`config.mk`:
```
export PLATFORM = sky130hd
export DESIGN_NAME = redundant_l3_resolve
export DESIGN_NICKNAME = d
export VERILOG_FILES = /design/src/rtl/redundant_l3_resolve_pkg.sv /design/src/rtl/redundant_l3_resolve_rdx_chunk_add.sv /design/src/rtl/redundant_l3_resolve.sv
export SDC_FILE = /design/constraint.sdc
export NUM_CORES = 1
export LEC_CHECK = 0
export BUFFER_PORTS_ARGS = -buffer_cell sky130_fd_sc_hd__buf_2
export CORE_AREA = 2 2 228 230
export CTS_BUF_LIST = sky130_fd_sc_hd__clkbuf_2 sky130_fd_sc_hd__clkbuf_4 sky130_fd_sc_hd__clkbuf_8
export DETAILED_ROUTE_END_ITERATION = 8
export DIE_AREA = 0 0 230 232
export PLACE_DENSITY = 0.77
export REMOVE_ABC_BUFFERS = 1
export SLEW_MARGIN = 0
export SYNTH_ARGS = -nofsm -noshare
export SYNTH_HDL_FRONTEND = slang
export SYNTH_SLANG_ARGS = --single-unit
```
`constraint.sdc`:
```
create_clock -name clk -period 19.3 [get_ports clk]
set_input_delay 0.965 -clock clk [delete_from_list [all_inputs] [get_ports clk]]
set_output_delay 0.965 -clock clk [all_outputs]
set_load 0.02 [all_outputs]
```
`src/rtl/redundant_l3_resolve_pkg.sv`:
```
// Shared BN254 (d0) arithmetic parameters and operand types.
//   ADD_DIV        number of chunks a 12*M~ integer is split into
//   LEN_12M_TILDE  width of the resolved integer
//   L3_CARRY       width of the per-chunk redundant carry
//   W              chunk width (LEN_12M_TILDE / ADD_DIV)
// A redundant term is {carry, val}, so its value is carry*2^W + val.
package PARAMS_BN254_d0;

    localparam int unsigned ADD_DIV       = 4;
    localparam int unsigned LEN_12M_TILDE = 272;
    localparam int unsigned L3_CARRY      = 8;
    localparam int unsigned W             = LEN_12M_TILDE / ADD_DIV;
    localparam int unsigned OVF_W         = L3_CARRY + 1;

    typedef logic [W-1:0]             fp_div4_t;
    typedef logic [LEN_12M_TILDE-1:0] M_tilde12_t;

    typedef struct packed {
        logic [L3_CARRY-1:0] carry;
        fp_div4_t            val;
    } redundant_term_L3;

    // Term 0 occupies the least significant bits.
    typedef redundant_term_L3 [ADD_DIV-1:0] redundant_poly_L3;

endpackage

```
`src/rtl/redundant_l3_resolve_rdx_chunk_add.sv`:
```
// Combinational chunk adder used by the carry-resolve loop.
// Ports:
//   val    W-bit chunk value
//   carry  L3_CARRY-bit carry inherited from the previous term
//   c      1-bit running carry from the previous chunk
//   sum    low W bits of val + carry + c
//   cout   bit W of that sum (the new running carry)
module rdx_chunk_add
    import PARAMS_BN254_d0::*;
(
    input  fp_div4_t            val,
    input  logic [L3_CARRY-1:0] carry,
    input  logic                c,
    output fp_div4_t            sum,
    output logic                cout
);

    // Maximum is (2^W - 1) + (2^L3_CARRY - 1) + 1, which fits in W+1 bits.
    logic [W:0] s;

    always_comb begin
        s = {1'b0, val} + (W+1)'(carry) + (W+1)'(c);
    end

    assign sum  = s[W-1:0];
    assign cout = s[W];

endmodule

```
`src/rtl/redundant_l3_resolve.sv`:
```
// Resolves a redundant L3 polynomial into a plain integer, one chunk per
// cycle, with valid/ready handshakes on both sides.
// Ports:
//   clk, rst   rising-edge clock, asynchronous active-high reset
//   in_valid   in_poly is valid
//   in_ready   block can accept a new operand (IDLE only)
//   in_poly    redundant operand, term i = {carry_i, val_i}
//   out_valid  out_uint/out_ovf are valid (DONE only)
//   out_ready  consumer accepts the result
//   out_uint   low LEN_12M_TILDE bits of the resolved integer
//   out_ovf    bits LEN_12M_TILDE and above of the resolved integer
module redundant_l3_resolve
    import PARAMS_BN254_d0::*;
(
    input  logic             clk,
    input  logic             rst,
    input  logic             in_valid,
    output logic             in_ready,
    input  redundant_poly_L3 in_poly,
    output logic             out_valid,
    input  logic             out_ready,
    output M_tilde12_t       out_uint,
    output logic [OVF_W-1:0] out_ovf
);

    typedef enum logic [1:0] {
        IDLE = 2'd0,
        BUSY = 2'd1,
        DONE = 2'd2
    } state_t;

    state_t                  state;
    logic [1:0]              j;
    logic                    c;
    redundant_poly_L3        poly;
    fp_div4_t [ADD_DIV-1:0]  res;
    logic [OVF_W-1:0]        ovf;

    logic [L3_CARRY-1:0]     carry_in;
    fp_div4_t                sum;
    logic                    cout;

    // Chunk j absorbs the redundant carry of term j-1; chunk 0 has none.
    always_comb begin
        carry_in = '0;
        if (j != 2'd0) begin
            carry_in = poly[j - 2'd1].carry;
        end
    end

    rdx_chunk_add u_add (
        .val   (poly[j].val),
        .carry (carry_in),
        .c     (c),
        .sum   (sum),
        .cout  (cout)
    );

    always_ff @(posedge clk or posedge rst) begin
        if (rst) begin
            state <= IDLE;
            j     <= '0;
            c     <= 1'b0;
            poly  <= '0;
            res   <= '0;
            ovf   <= '0;
        end else begin
            case (state)
                IDLE: begin
                    if (in_valid) begin
                        poly  <= in_poly;
                        j     <= '0;
                        c     <= 1'b0;
                        state <= BUSY;
                    end
                end
                BUSY: begin
                    res[j] <= sum;
                    c      <= cout;
                    j      <= j + 2'd1;
                    if (j == 2'(ADD_DIV - 1)) begin
                        // Top term's carry plus the final running carry.
                        ovf   <= {1'b0, poly[ADD_DIV-1].carry} + OVF_W'(cout);
                        state <= DONE;
                    end
                end
                DONE: begin
                    if (out_ready) begin
                        state <= IDLE;
                    end
                end
                default: state <= IDLE;
            endcase
        end
    end

    assign in_ready  = (state == IDLE);
    assign out_valid = (state == DONE);
    assign out_uint  = res;
    assign out_ovf   = ovf;

endmodule
```
==> metrics.txt, run 1 <==
Pre-Repair DR Iteration Count=6; TritonCTS clock tree=built; Slew Viols, Final=0; Yosys top cell area share=0.563; postcts setup bufs=0; Final Hold Fails=0; Final setup viols=0; layout cells sized above 1=0.426; Comb power frac=0.472; hold crit path type=in -> async; routability cong.=~0.92; Worst EP arrival=~5.8 ns; Clock Path Buffers=3; per-cell routed wire length=22.7 um; Rows=83; multi-input logic area=10800 um2; Power Density=207 nW/um2; r2r setup slk=14.02 ns; Crit Path Category=reg -> reg; I/O Buffers=590; grt total ovfl=0; drt drc=0; Post-Syn Instances=approximately 2100; sw frac=0.428; Yosys cell types=61; Int Pwr=~0.0038 W; r2r worst-path depth=19; via count=19929; Via density=5.72; Register Area=14800 um2; Syn. warnings=0; number of synthesized flops with an enable pin=0; Clk Latency, worst-skew pair=between 0.7 and 0.8 ns; Initial Util=0.515; #FFs+latches synth=590; Routed WL=79.3 mm; syn avg cell area=around 12 um2; reg-to-reg endpoint=out_ovf[6]; nets=3040; post-synthesis sequential area ratio=0.563; hpwl dp=~57 mm; cell area after layout=~32000 um2; Clock Skew=0.0361 ns; Area Overhead vs Synth=21.5%; initial antenna violation count=14; synthesized area=around 26000 um2; I/O pin count=591; Highest Clock Rate=189 MHz; Max-slew headroom=0.246; post-CTS sizing=0; CTS H-tree depth=3; RSZ-0062 raised after global routing=no; Seq pwr share=0.341; final core occ=0.626; reg2reg start=j[1]; die area=53400 um2; Post-DRT Antenna Nets=0; CTS Buf Count=97; hold_buf cts=0; CP Max Fanout=37; vias in the first global route=20205; first-pass GRT wire length=between 100 and 150 mm; CP required=19.84 ns; CP Launch Type=flop; core area=between 50000 and 60000 um2; Cell Area, Placed=29600 um2; Async SR Flop Fraction=1.00; clk root buf=clkbuf_8; Sink Count=590; Yosys top cell by area=dfrtp_1; outcome=completed; Die X=between 200 and 250 um; Filler Cell Count=3923; largest net degree at the start of global routing=190; Worst Tran Pin Value=1.12 ns; all-layer global routing usage=0.293; clock edge transition at the registers on the reported setup and hold paths=roughly 0.07 ns; max cap viols=0; Peak VDD IR=about 110 uV; clock power share=0.187; fin crit period=about 5.3 ns; Tcrit/Tclk final=0.274; Post-Route Setup TNS=0 ns; number of DRC markers in iteration 0=about 1600; Synth Flop Type=dfrtp_1; Critical Path Sink Type=flop; Die Y-Extent=232 um; most area-consuming cells after synthesis=dfrtp_1 (56%), mux2_2 (13%), mux4_2 (5.5%); leakage=14.8 nW; Worst Setup SP=j[1]; Switch Pwr=around 0.0028 W
cell usage in the layout (no fill, tap or decap), types with 5 or more instances in the layout:
cell type  Yosys  layout
mux4_1        12      12
buf_4          8      18
a21o_1         5       5
mux2i_1       23      23
nor2b_1       10       9
clkinv_2       0       8
buf_2         11     590
and2_1        14      13
o21ai_0      217     217
o211ai_1      15      15
diode_2        0      15
nand2b_1      12      12
mux4_2        64      64
and3_1        24      24
nand3b_1       8       8
xor2_1        35      35
xnor2_1       21      21
inv_1         13      12
nor2_1        65      64
dfrtp_1      590     588
clkbuf_8       0     122
mux2_2       313     313
a31oi_1       12      12
clkbuf_4       0      29
or3_1          8       8
ha_1          13      13
bufinv_16      0       7
nor3_1        25      25
nand2_1      361     357
nor4_1        11      10
a22oi_1        5       5
nand3_1       43      43
a21oi_1       14      14
nand4_1       21      21
and4_1        12      12
power by group through the flow:
stage | clock network, W | logic [W] | registers, W
after detailed placement | 0 | 0.00309 | 0.00225
after floorplan | 0 | 0.00183 | 0.00251
after global placement | 0 | 0.00297 | 0.00221
after global routing | 0.00132 | 0.00335 | 0.00231
after CTS | 0.00125 | 0.00310 | 0.00224
final | 0.00124 | 0.00312 | 0.00225
critical path, stage by stage (launching register included):
cell	delay (ns)
dfrtp_4	0.82
inv_1	0.19
ha_1	0.57
mux4_2	0.28
nand2b_1	0.08
fa_1	0.43
inv_1	0.08
fa_1	0.24
a211oi_1	0.11
o211ai_1	0.24
o211ai_1	0.17
or2_2	0.44
nor4_1	0.30
and3_1	0.20
ha_1	0.19
ha_1	0.20
nand3_1	0.15
nor2_1	0.18
xnor2_1	0.13
o21ai_0	0.10
registers in the layout (all words and copies together) (netlist names):
signal    count
poly        304
out_uint    272
out_ovf       9
j             2
state         2
c             1
how the worst max path moves through the flow:
stage / endpoint / slack [ns] / cells after the start
2_1_floorplan: c / 1.82 / 1
3_3_place_gp: out_ovf[6] / 14.20 / 19
3_5_place_dp: out_ovf[6] / 14.08 / 19
4_1_cts: out_ovf[6] / 14.07 / 19
5_1_grt: out_ovf[6] / 13.70 / 19
6_report: out_ovf[6] / 14.02 / 19
stage by stage:
| step | hold slack, ns | cells | setup slack, ns | power (W) |
|---|---|---|---|---|
| CTS | 0.383 | 3471 | 14.07 | 0.00660 |
| floorplan | 0.472 | 2008 | 1.82 | 0.00434 |
| finish | 0.373 | 3486 | 14.02 | 0.00660 |
| global placement | 0.455 | 3298 | 14.20 | 0.00518 |
| global route | 0.426 | 3484 | 13.70 | 0.00698 |
| detailed placement | 0.457 | 3298 | 14.08 | 0.00534 |
layout make-up:
cell class,instances,area share
flip-flops and latches,590,0.464
multi-input cells,1404,0.339
repair buffers,610,0.0982
clock buffers,151,0.0596
well taps,680,0.0267
clock inverters,22,0.00967
inverters,14,0.00189
diodes,15,0.00118
cell families (layout without fill, tap and decap cells):
kind of cell | after synthesis | count (layout) | synth area share
DFF | 590 | 590 | 0.563
other | 0 | 15 | 0
buffers and inverters | 152 | 797 | 0.0268
muxes | 412 | 412 | 0.210
and+or+nand+nor | 634 | 634 | 0.113
adders and majority gates | 15 | 15 | 0.00773
xor gates and xnor gates | 56 | 56 | 0.0187
AOI/OAI and AO/OA | 287 | 287 | 0.0605
synth_stat cells, drive strengths merged, types with 4 or more instances:
cell	n
nand3	46
buf	27
a22oi	5
mux2i	23
and2	15
nor4	15
nor2	66
nand3b	8
clkbuf	111
a21oi	14
o21ai	217
and3	24
o211ai	15
mux2	313
dfrtp	590
nand4	23
and4	13
a221oi	4
mux4	76
xor2	35
or3	9
a21o	5
nand2	361
ha	13
a31oi	12
nor2b	10
inv	14
nand2b	12
nor3	25
o31a	4
xnor2	21
per-layer routing:
| metal | track usage | wire, um | up-vias |
|---|---|---|---|
| met5 | 0 | 0 | - |
| met4 | 0.157 | 3840 | 0 |
| met3 | 0.0647 | 6050 | 188 |
| met2 | 0.471 | 38400 | 916 |
| met1 | 0.374 | 31000 | 10063 |
| li1 | - | - | 8762 |
No activity file was read; power rests on OpenSTA's default activity.
==> inputs of run 2 (changes only) <==
ABC_AREA = 1   (was unset)
CORE_AREA = 2 2 232 234   (was 2 2 228 230)
DIE_AREA = 0 0 234 236   (was 0 0 230 232)
PLACE_DENSITY = 0.76   (was 0.77)
clock period = 5.3 ns   (was 19.3 ns; I/O delays follow)
==> run 2 against run 1 <==
Area after synthesis is 3.0% higher. Worst hold slack worse by 0.16 ns. Via count is 43% higher. Register-to-register slack worse by 14 ns. Cell count is 48% higher. Maximum frequency is 9.0% higher. Global-route usage is 8.6 points higher. Die area is 3.5% higher. Non-clock buffer count is 313 higher. Sequential cell count stayed put. Sequential share of layout area is 4.9 points lower.
==> metrics.txt, run 2 <==
Sink Count=590; Clk Latency, worst-skew pair=0.74 ns; leakage=19.2 nW; multi-input logic area=11100 um2; via count=28462; final core occ=0.670; hpwl dp=68.2 mm; I/O pin count=591; Post-Syn Instances=3545; synthesized area=27000 um2; Crit Path Category=reg -> reg; Syn. warnings=0; most area-consuming cells after synthesis=dfrtp_1 (55%), nand2_1 (26%), nand3_1 (4.5%); Critical Path Sink Type=flop; hold crit path type=in -> reg; Power Density=680 nW/um2; met3 Use GR=0.0822; placed cells=4684; layout cells sized above 1=0.182; drt drc=0; global route hottest layer=met2; RSZ-0062 raised after global routing=no; Peak VDD IR=478 uV; postcts setup bufs=0; initial antenna violation count=8; clk root buf=clkbuf_8; Post-DRT Antenna Nets=0; Pre-Repair DR Iteration Count=6; number of DRC markers in iteration 0=3062; CP max-delay cell=ha_1; Worst path most repeated cell=nand2_1; Filler Cell Count=around 4100; #FFs+latches synth=590; met1 Use GR=0.502; CTS Buf Count=95; Highest Clock Rate=approximately 210 MHz; Clock Skew=0.0441 ns; Max-slew headroom=0.157; Routed WL=around 110 mm; CP max stage delay=roughly 0.45 ns; CP Launch Type=flop; nets=roughly 4700; Async SR Flop Fraction=1.00; first-pass GRT wire length=159 mm; Area Overhead vs Synth=31.7%; fin crit period=approximately 4.8 ns; most common cell in the netlist=nand2_1; grt total ovfl=0; commonest non-fill, non-tap cell in the layout=nand2_1; Yosys top cell area share=0.547; Die X=234 um; r2r worst-path depth=28; Final Hold Fails=0; reg2reg start=j[1]; Synth top cells by count=nand2_1 (1904), dfrtp_1 (590), nand3_1 (243), o21ai_0 (182), nor2_1 (178); M2 GR Usage=0.581; CTS H-tree depth=3; post-synthesis sequential area ratio=0.547; Tcrit/Tclk final=0.914; r2r setup slk=roughly 0.46 ns; vias in the first global route=between 20000 and 30000; cell area after layout=35600 um2; Worst Tran Pin Value=1.26 ns; per-cell routed wire length=between 20 and 25 um; max cap viols=0; Synth Flop Type=dfrtp_1; most frequent cells in the layout=nand2_1 (1901), buf_2 (590), dfrtp_1 (588); CP required=5.90 ns; CP Max Fanout=10; all-layer global routing usage=0.379; CP endpoint=out_ovf[6]; syn avg cell area=7.62 um2; clock edge transition at the registers on the reported setup and hold paths=0.06 ns; TritonCTS clock tree=built; max reg flops=304; largest net degree at the start of global routing=228; Layout Cells excl Fill=5166; reg-to-reg endpoint=out_ovf[6]; Tot Pwr=0.0242 W; number of synthesized flops with an enable pin=0; core area=53100 um2; Register Area=14800 um2; Cell Area, Placed=30400 um2; I/O Buffers=between 500 and 600; Worst EP arrival=5.44 ns; Worst Setup SP=j[1]; Yosys cell types=33; Slew Viols, Final=0; die area=approximately 55000 um2; outcome=completed; Die Y-Extent=236 um; Final setup viols=0; Initial Util=0.509; Rows=85; Most flops, register=poly; routability cong.=0.953; Clock Path Buffers=3; Via density=5.51; Yosys top cell by area=dfrtp_1
run 2: cell type report:
type	count	share of cell area
antenna	11	0.000774
multi-input combinational	2657	0.312
tap	696	0.0245
clock inverter	8	0.00278
clock buffer	157	0.0543
timing repair buffer	923	0.177
sequential	590	0.415
inverter	124	0.0137
run 2: power by group:
part	total, W	switching [W]	internal [W]
sequential	0.00786	0.00126	0.00660
clock	0.00422	0.00184	0.00238
combinational	0.0121	0.00878	0.00332
run 2: how the worst min path moves through the flow:
stage | from | end | slack (ns) | cells past startpoint
2_1_floorplan | out_ready | state[1] | 0.35 | 1
3_3_place_gp | out_uint[1] | out_uint[1] | 0.45 | 2
3_5_place_dp | out_uint[2] | out_uint[2] | 0.45 | 2
4_1_cts | in_valid | poly[69] | 0.19 | 4
5_1_grt | in_valid | poly[297] | 0.24 | 4
6_report | in_valid | poly[69] | 0.21 | 4
run 2: per-stage QoR:
stage	setup TNS, ns	hold slack (ns)	setup WS (ns)
6_report	0	0.209	0.458
3_3_place_gp	0	0.454	0.270
5_1_grt	0	0.240	0.00444
3_5_place_dp	0	0.454	0.139
4_1_cts	0	0.187	0.0846
2_1_floorplan	-8767.78	0.351	-11.48
run 2: routing by layer:
metal  wire length (um)  share of wire
met1              41200           0.39
met2              47700           0.45
met3              10700           0.10
met4               5960          0.056
met5                  0              0
run 2: cell families after synthesis:
logic type	Yosys count	synth area share
AND/OR/NAND/NOR	2363	0.344
buffers and inverters	298	0.0447
flip-flops	590	0.547
adder cells (fa/ha/maj)	15	0.00751
AO/OA/AOI/OAI	251	0.0478
XOR/XNOR	28	0.00908
run 2: timing repair:
action,in CTS,in global routing
endpoints found under the hold margin,411,0
gates resized for setup,0,5
hold buffers,306,0
setup endpoints to repair,0,5
run 2: worst max-delay path: cells and delay by family (launching register included):
family	cells	cell delay, ns
simple gates	13	1.59
fa+ha+maj	5	1.44
compound gates	5	0.78
buf+inv	5	0.50
flops	1	0.41
